`src/rtl/dmem_access_ctrl.sv`:
```
// dmem_access_ctrl
// Sequences one data-memory access from the M stage of the pipelined core:
// accepts a load/store, checks alignment, drives a word-wide variable-latency
// memory over a req/ack handshake and returns an extended load result or an
// exception code (1 AdEL, 2 AdES, 3 bus timeout).
// Ports:
//   clk, reset            rising-edge clock, synchronous active-high reset
//   req_valid/ready       M-stage request handshake (ready only in IDLE)
//   req_we/op/addr/wdata  request fields, latched on acceptance
//   resp_valid/rdata/exc  one-cycle response pulse with data and code
//   mem_req/we/addr/be/wdata  memory request, held until mem_ack
//   mem_rdata/ack         memory return word and completion strobe
// All outputs decode from the state and latched registers only.
module dmem_access_ctrl #(
  parameter int TIMEOUT = 16
) (
  input  logic        clk,
  input  logic        reset,
  input  logic        req_valid,
  output logic        req_ready,
  input  logic        req_we,
  input  logic [2:0]  req_op,
  input  logic [31:0] req_addr,
  input  logic [31:0] req_wdata,
  output logic        resp_valid,
  output logic [31:0] resp_rdata,
  output logic [1:0]  resp_exc,
  output logic        mem_req,
  output logic        mem_we,
  output logic [31:0] mem_addr,
  output logic [3:0]  mem_be,
  output logic [31:0] mem_wdata,
  input  logic [31:0] mem_rdata,
  input  logic        mem_ack
);

  typedef enum logic [1:0] {S_IDLE = 2'd0, S_WAIT = 2'd1, S_DONE = 2'd2} state_t;

  state_t      state_r, state_nxt_s;
  logic [7:0]  cnt_r;
  logic        we_r;
  logic [2:0]  op_r;
  logic [31:0] addr_r;
  logic [3:0]  be_r;
  logic [31:0] wdata_r;
  logic [31:0] rdata_r;
  logic [1:0]  exc_r;
  logic        bad_s;
  logic        timeout_s;

  // Illegal opcode or misaligned address for the access size.
  function automatic logic is_bad(input logic [2:0] op, input logic [1:0] lo);
    logic r;
    case (op)
      3'b000:         r = (lo != 2'b00);
      3'b001, 3'b010: r = 1'b0;
      3'b011, 3'b100: r = lo[0];
      default:        r = 1'b1;
    endcase
    return r;
  endfunction

  function automatic logic [3:0] byte_en(input logic [2:0] op, input logic [1:0] lo);
    logic [3:0] r;
    case (op)
      3'b000:         r = 4'b1111;
      3'b001, 3'b010: r = 4'b0001 << lo;
      3'b011, 3'b100: r = lo[1] ? 4'b1100 : 4'b0011;
      default:        r = 4'b0000;
    endcase
    return r;
  endfunction

  // Store data replicated into every lane so memory can pick by byte enable.
  function automatic logic [31:0] lane_rep(input logic [2:0] op, input logic [31:0] d);
    logic [31:0] r;
    case (op)
      3'b000:         r = d;
      3'b001, 3'b010: r = {4{d[7:0]}};
      3'b011, 3'b100: r = {2{d[15:0]}};
      default:        r = 32'd0;
    endcase
    return r;
  endfunction

  function automatic logic [31:0] load_ext(input logic [2:0] op, input logic [1:0] lo,
                                           input logic [31:0] w);
    logic [7:0]  b;
    logic [15:0] h;
    logic [31:0] r;
    case (lo)
      2'b00:   b = w[7:0];
      2'b01:   b = w[15:8];
      2'b10:   b = w[23:16];
      default: b = w[31:24];
    endcase
    h = lo[1] ? w[31:16] : w[15:0];
    case (op)
      3'b000:  r = w;
      3'b001:  r = {24'd0, b};
      3'b010:  r = {{24{b[7]}}, b};
      3'b011:  r = {16'd0, h};
      3'b100:  r = {{16{h[15]}}, h};
      default: r = 32'd0;
    endcase
    return r;
  endfunction

  assign bad_s     = is_bad(req_op, req_addr[1:0]);
  assign timeout_s = (cnt_r == 8'(TIMEOUT - 1));

  // State register.
  always_ff @(posedge clk) begin
    if (reset) state_r <= S_IDLE;
    else       state_r <= state_nxt_s;
  end

  // Next-state decode; ack takes priority over the timeout on the same cycle.
  always_comb begin
    state_nxt_s = state_r;
    case (state_r)
      S_IDLE: begin
        if (req_valid) state_nxt_s = bad_s ? S_DONE : S_WAIT;
        else           state_nxt_s = S_IDLE;
      end
      S_WAIT: begin
        if (mem_ack || timeout_s) state_nxt_s = S_DONE;
        else                      state_nxt_s = S_WAIT;
      end
      S_DONE:  state_nxt_s = S_IDLE;
      default: state_nxt_s = S_IDLE;
    endcase
  end

  // Request latch, wait counter and response capture.
  always_ff @(posedge clk) begin
    if (reset) begin
      cnt_r   <= 8'd0;
      we_r    <= 1'b0;
      op_r    <= 3'd0;
      addr_r  <= 32'd0;
      be_r    <= 4'd0;
      wdata_r <= 32'd0;
      rdata_r <= 32'd0;
      exc_r   <= 2'd0;
    end else begin
      case (state_r)
        S_IDLE: begin
          if (req_valid) begin
            we_r    <= req_we;
            op_r    <= req_op;
            addr_r  <= req_addr;
            be_r    <= byte_en(req_op, req_addr[1:0]);
            wdata_r <= lane_rep(req_op, req_wdata);
            rdata_r <= 32'd0;
            cnt_r   <= 8'd0;
            exc_r   <= bad_s ? (req_we ? 2'd2 : 2'd1) : 2'd0;
          end
        end
        S_WAIT: begin
          if (mem_ack) begin
            rdata_r <= we_r ? 32'd0 : load_ext(op_r, addr_r[1:0], mem_rdata);
            exc_r   <= 2'd0;
          end else if (timeout_s) begin
            rdata_r <= 32'd0;
            exc_r   <= 2'd3;
          end else begin
            cnt_r <= cnt_r + 8'd1;
          end
        end
        default: begin
          cnt_r <= cnt_r;
        end
      endcase
    end
  end

  assign req_ready  = (state_r == S_IDLE);
  assign resp_valid = (state_r == S_DONE);
  assign resp_rdata = rdata_r;
  assign resp_exc   = exc_r;
  assign mem_req    = (state_r == S_WAIT);
  assign mem_we     = (state_r == S_WAIT) & we_r;
  assign mem_addr   = {addr_r[31:2], 2'b00};
  assign mem_be     = be_r;
  assign mem_wdata  = wdata_r;

endmodule

```
`config.mk`:
```
export PLATFORM = sky130hd
export DESIGN_NAME = dmem_access_ctrl
export DESIGN_NICKNAME = d
export VERILOG_FILES = /design/src/rtl/dmem_access_ctrl.sv
export SDC_FILE = /design/constraint.sdc
export NUM_CORES = 1
export LEC_CHECK = 0
export ABC_AREA = 1
export ABC_CLOCK_PERIOD_IN_PS = 3100
export CORE_MARGIN = 8
export CORE_UTILIZATION = 45
export DETAILED_ROUTE_END_ITERATION = 8
export GPL_TIMING_DRIVEN = 0
export PLACE_DENSITY = 0.8
export SYNTH_ARGS = -nofsm -noshare
export SYNTH_HDL_FRONTEND = slang
export SYNTH_SLANG_ARGS = --single-unit
```
`constraint.sdc`:
```
create_clock -name clk -period 3.1 [get_ports clk]
set_input_delay 0.775 -clock clk [delete_from_list [all_inputs] [get_ports clk]]
set_output_delay 0.775 -clock clk [all_outputs]
set_load 0.02 [all_outputs]
```
== After elaboration in Yosys (flattened, before gate mapping) ==
Index checks and enable logic that the tools add are counted.

* Register bits: 116
* Output and inout bits: 106

* Add/sub/neg operators: 1
* Equal/unequal tests: 17
* Bitwise logic cells: 1
* Shift operators: 1
* Mux-type cells: 26
* Reduce and logical (&&, ||, !) cells: 12

{| class="wikitable"
|+ Operators by type and width
! operator !! number
|-
| 32-bit case mux with 5 select lines || 1
|-
| 32-bit 2-to-1 mux || 4
|-
| 32-bit case mux with 3 select lines || 1
|-
| 32-bit case mux with 2 select lines || 1
|-
| 8-bit 2-to-1 mux || 3
|-
| 8-bit case mux with 3 select lines || 1
|-
| 16-bit 2-to-1 mux || 1
|-
| 2-bit 2-to-1 mux || 8
|-
| 8-bit case mux with 2 select lines || 1
|-
| 3-bit by 2-bit equality test with 1-bit output, second input constant || 4
|-
| 4-bit case mux with 3 select lines || 1
|-
| 8-bit by 1-bit adder with 8-bit output, second input constant || 1
|-
| 8-bit by 4-bit equality test with 1-bit output, second input constant || 1
|-
| 2-bit case mux with 2 select lines || 2
|-
| 3-bit by 1-bit equality test with 1-bit output, second input constant || 2
|-
| 3-bit equality test, second input constant || 2
|-
| 3-bit zero test || 2
|-
| 2-bit inequality test, second input constant || 3
|-
| 2-bit by 1-bit equality test with 1-bit output, second input constant || 2
|-
| 2-bit equality test, second input constant || 2
|-
| 2-bit zero test || 2
|-
| 4-bit 2-to-1 mux || 1
|-
| 4-bit AND reduction || 1
|-
| 2-bit nonzero test || 2
|-
| other kinds (8) || 9
|}

== Longest topological paths before layout ==
* Depth in word-level cells: 6
* Depth in mapped cells: 10

== Least setup slack after synthesis ==
No wires, ideal clock.

* Path kind: input to register
* Start: input req_op[1]
* End: register wdata_r[16], in the netlist mem_wdata[16]
* Arrival time: 1.621 ns
* Path buffers: 1
* Path slack: 1.421 ns
* Required time: 3.042 ns
* Stages on the path: 8
* Cells stage by stage: inv_1 nand2_2 nor2_2 inv_1 clkbuf_1 o21ai_0 a22oi_1 nand2_1

* Longest elaborated chain between the ends: 3

{| class="wikitable"
|+ RTL lines
! what !! RTL line !! text
|-
| start, declared || 22 || <nowiki>input logic [2:0] req_op,</nowiki>
|-
| 3-bit by 2-bit equality test with 1-bit output (tied with other cells) || 77 || <nowiki>case (op)</nowiki>
|-
| 2-bit OR reduction || 77 ||
|-
| 32-bit case mux with 3 select lines (*) || 77 ||
|-
| end signal, assigned || 154 || <nowiki>wdata_r <= lane_rep(req_op, req_wdata);</nowiki>
|-
| end, declared || 45 || <nowiki>logic [31:0] wdata_r;</nowiki>
|}

Mark *: on every way between the ends. The rest lies on a longest branch, timed or not.
A chain may end at the register's enable or synchronous reset.

== Worst setup path after layout ==
* Start: register state_r[1]
* End: output mem_req

* Longest elaborated chain between the ends: 1

{| class="wikitable"
|+ RTL lines
! what !! RTL line !! text
|-
| start, declared || 39 || <nowiki>state_t state_r, state_nxt_s;</nowiki>
|-
| start signal, assigned || 115 || <nowiki>else state_r <= state_nxt_s;</nowiki>
|-
| 2-bit by 1-bit equality test with 1-bit output || 182 || <nowiki>assign mem_req = (state_r == S_WAIT);</nowiki>
|-
| end, declared || 28 || <nowiki>output logic mem_req,</nowiki>
|}

No other way between the ends.

==> results.py <==
metrics = {
    "run_status": {
        "status": "finished clean",
    },
    "sta": {
        "grt_setup_unrepaired": "false",
        "fin_crit_ns": 2.47,
        "setup_violations": 0,
        "finalCritPeriodShare_pct": 79.5,
        "slew_violations": 0,
        "clock_skew_ns": 0.00483,
        "max_freq_ghz": 0.406,
        "final-hold-violation-count": 0,
        "tns_ns": 0,
        "worstMarginPinSlew_ns": 0.581,
        "maxSlewHeadroom_pct": 61.2,
    },
    "clock_tree": {
        "cts_made_buffers": 17,
        "path_clk_slew_ns": 0.05,
        "clock-sinks": 116,
        "cts-root-buf": "clkbuf_16",
        "cts_hold_buf": 0,
        "h-tree-depth": 4,
        "clk_latency_ns": 0.42,
        "cts_max_path_buffers": 2,
        "cts_setup_buffers": 0,
        "cts_tree": "built",
        "ctsResizeCount": 0,
    },
    "synthesis": {
        "synth_common_cells": "nand2_1, dfxtp_1, nor2_1",
        "async_reset_ff_share_pct": 0,
        "synth_edf_count": 0,
        "syn_inst": 847,
        "avgSynthCellArea_um2": 6.97,
        "ys_types": 31,
        "synth_area_leader_cell": "dfxtp_1",
        "yosysWarnings": 0,
        "yosysSeqAreaShare_pct": 39.4,
        "synth.most_common_cell": "nand2_1",
        "synth-seq-cells": 116,
        "netlist_area_um2": 5900,
        "synth_top_area_share_pct": 39.4,
        "synth_flop_cell": "dfxtp_1",
        "yosys-top-cells-area": "dfxtp_1, nand2_1, o21ai_0, nand3_1, a21oi_1",
    },
    "global_route": {
        "grt_pass1_vias": 6288,
        "grt_overflow": 0,
        "antenna_found_initial": 0,
        "track_usage_pct": 24.7,
        "grt_pass1_wl_mm": 32.5,
        "grt_max_degree": 17,
    },
    "placed_design": {
        "place.gp.congestion": 0.931,
        "io_buffers": 207,
        "dpl.hpwl_mm": 16.0,
    },
    "finish": {
        "nets": 1179,
        "final_core_util_pct": 68.0,
        "antenna_cells": 0,
        "drive_gt1_share_pct": 12.1,
        "areaGrowthSynthToFinish_pct": 50.2,
        "fillers": 1166,
    },
    "hold_path": {
        "hold_path_class": "reg -> reg",
    },
    "detailed_routing": {
        "antenna_left": 0,
        "drt_iter0_markers": 569,
        "drtPass1Iterations": 6,
        "post-route-drc-count": 0,
        "vias_per_cell": 5.17,
        "post_drt_wl_per_cell_um": 16.5,
        "vias": 6531,
        "wl_mm": 20.9,
    },
    "critical_path": {
        "startpoint_type": "flip-flop",
        "arrival_ns": 1.69,
        "critical_path_class": "reg -> out",
        "end_kind": "output port",
        "worstPathMaxFanout": 10,
        "critPathRequiredTime_ns": 2.32,
    },
    "floorplan": {
        "core_area_um2": 13000,
        "initial_utilization_pct": 45.3,
        "die_area_um2": 17000,
        "die_height_um": 131,
        "boundaryPins": 210,
        "placementRows": 42,
        "die_w_um": 131,
    },
    "job": {
        "cap_violations": 0,
    },
    "power_and_ir_drop": {
        "ir_worst_vdd_uv": 391,
        "p_per_area_nw_per_um2": 548,
        "power_leakage_uw": 0.00372,
    },
}
## kinds of logic (layout without fill, tap and decap cells)
logic type	count (synthesis)	after routing	synth area share [%]
compound gates	170	170	15.7
xor+xnor	1	1	0.148
fa+ha+maj	1	1	0.212
buf+inv	138	377	12.8
flops	116	116	39.4
other cells	1	2	0.0636
simple gates	420	420	31.8
## power by group
part / leakage (uW) / total (uW) / switching [uW] / internal (uW)
registers: 0.000948 / 1620 / 47.4 / 1570
logic: 0.00245 / 1010 / 556 / 458
clock network: 0.000319 / 2220 / 729 / 1490
## metrics by stage
step	instance area (um2)	setup slack [ns]	power (uW)	instances	hold WS (ns)
after floorplan	5900	1.42	2220	848	0.456
after global placement	8200	0.649	2640	1231	0.437
after detailed placement	8200	0.621	2650	1231	0.443
after CTS	8860	0.624	4870	1263	0.454
after global routing	8860	0.548	5040	1263	0.466
final	8860	0.634	4850	1263	0.455
## area by class of cell
type / count / area, um2 / share of cell area (%)
clock inverters: 12 / 200 / 2.26
multi-input cells: 594 / 2830 / 31.9
inverters: 53 / 209 / 2.36
flip-flops and latches: 116 / 2320 / 26.2
plain buffers: 85 / 544 / 6.14
clock buffers: 20 / 467 / 5.27
well taps: 176 / 220 / 2.48
repair buffers: 207 / 2070 / 23.4
## flip-flops by register name (all words and copies together), names as in the netlist
register,flops
mem_wdata,32
mem_be,4
op_r,3
addr_r,32
we_r,1
state_r,2
resp_rdata,32
resp_exc,2
cnt_r,8
## cell usage in the layout, fill, tap and decap left out, types with 17 or more instances in the layout
cell,n
nor2_1,95
clkbuf_16,17
inv_1,47
a21oi_1,72
nand4_1,34
clkdlybuf4s50_1,207
buf_4,37
buf_2,21
nand3_1,75
clkbuf_1,19
nand2_1,188
dfxtp_1,116
o21ai_0,77
## layer usage
layer  up-vias  track usage [%]  wire length (um)  share of wire [%]
li1       3237                -                 -                  -
met1      2986             29.9              8470                 41
met2       279             40.3              9900                 47
met3        29             8.32              2110                 10
met4         0             8.04               393                1.9
met5         -                0                 0                  0
## final timing paths
check | from | slack, ns | to | cells past startpoint
worst min register to register | mem_wdata[11] | 0.45 | mem_wdata[11] | 2
worst min-delay path | mem_wdata[11] | 0.45 | mem_wdata[11] | 2
worst max-delay path | state_r[1] | 0.63 | mem_req | 4
worst max register to register | cnt_r[0] | 1.46 | resp_rdata[18] | 7
## critical path: stages, from the launching register on
cell and delay [ns]:
dfxtp_1 0.31, inv_1 0.11, nand2_2 0.10, inv_4 0.13, clkdlybuf4s50_1 0.63
No activity file was read; power rests on OpenSTA's default activity.
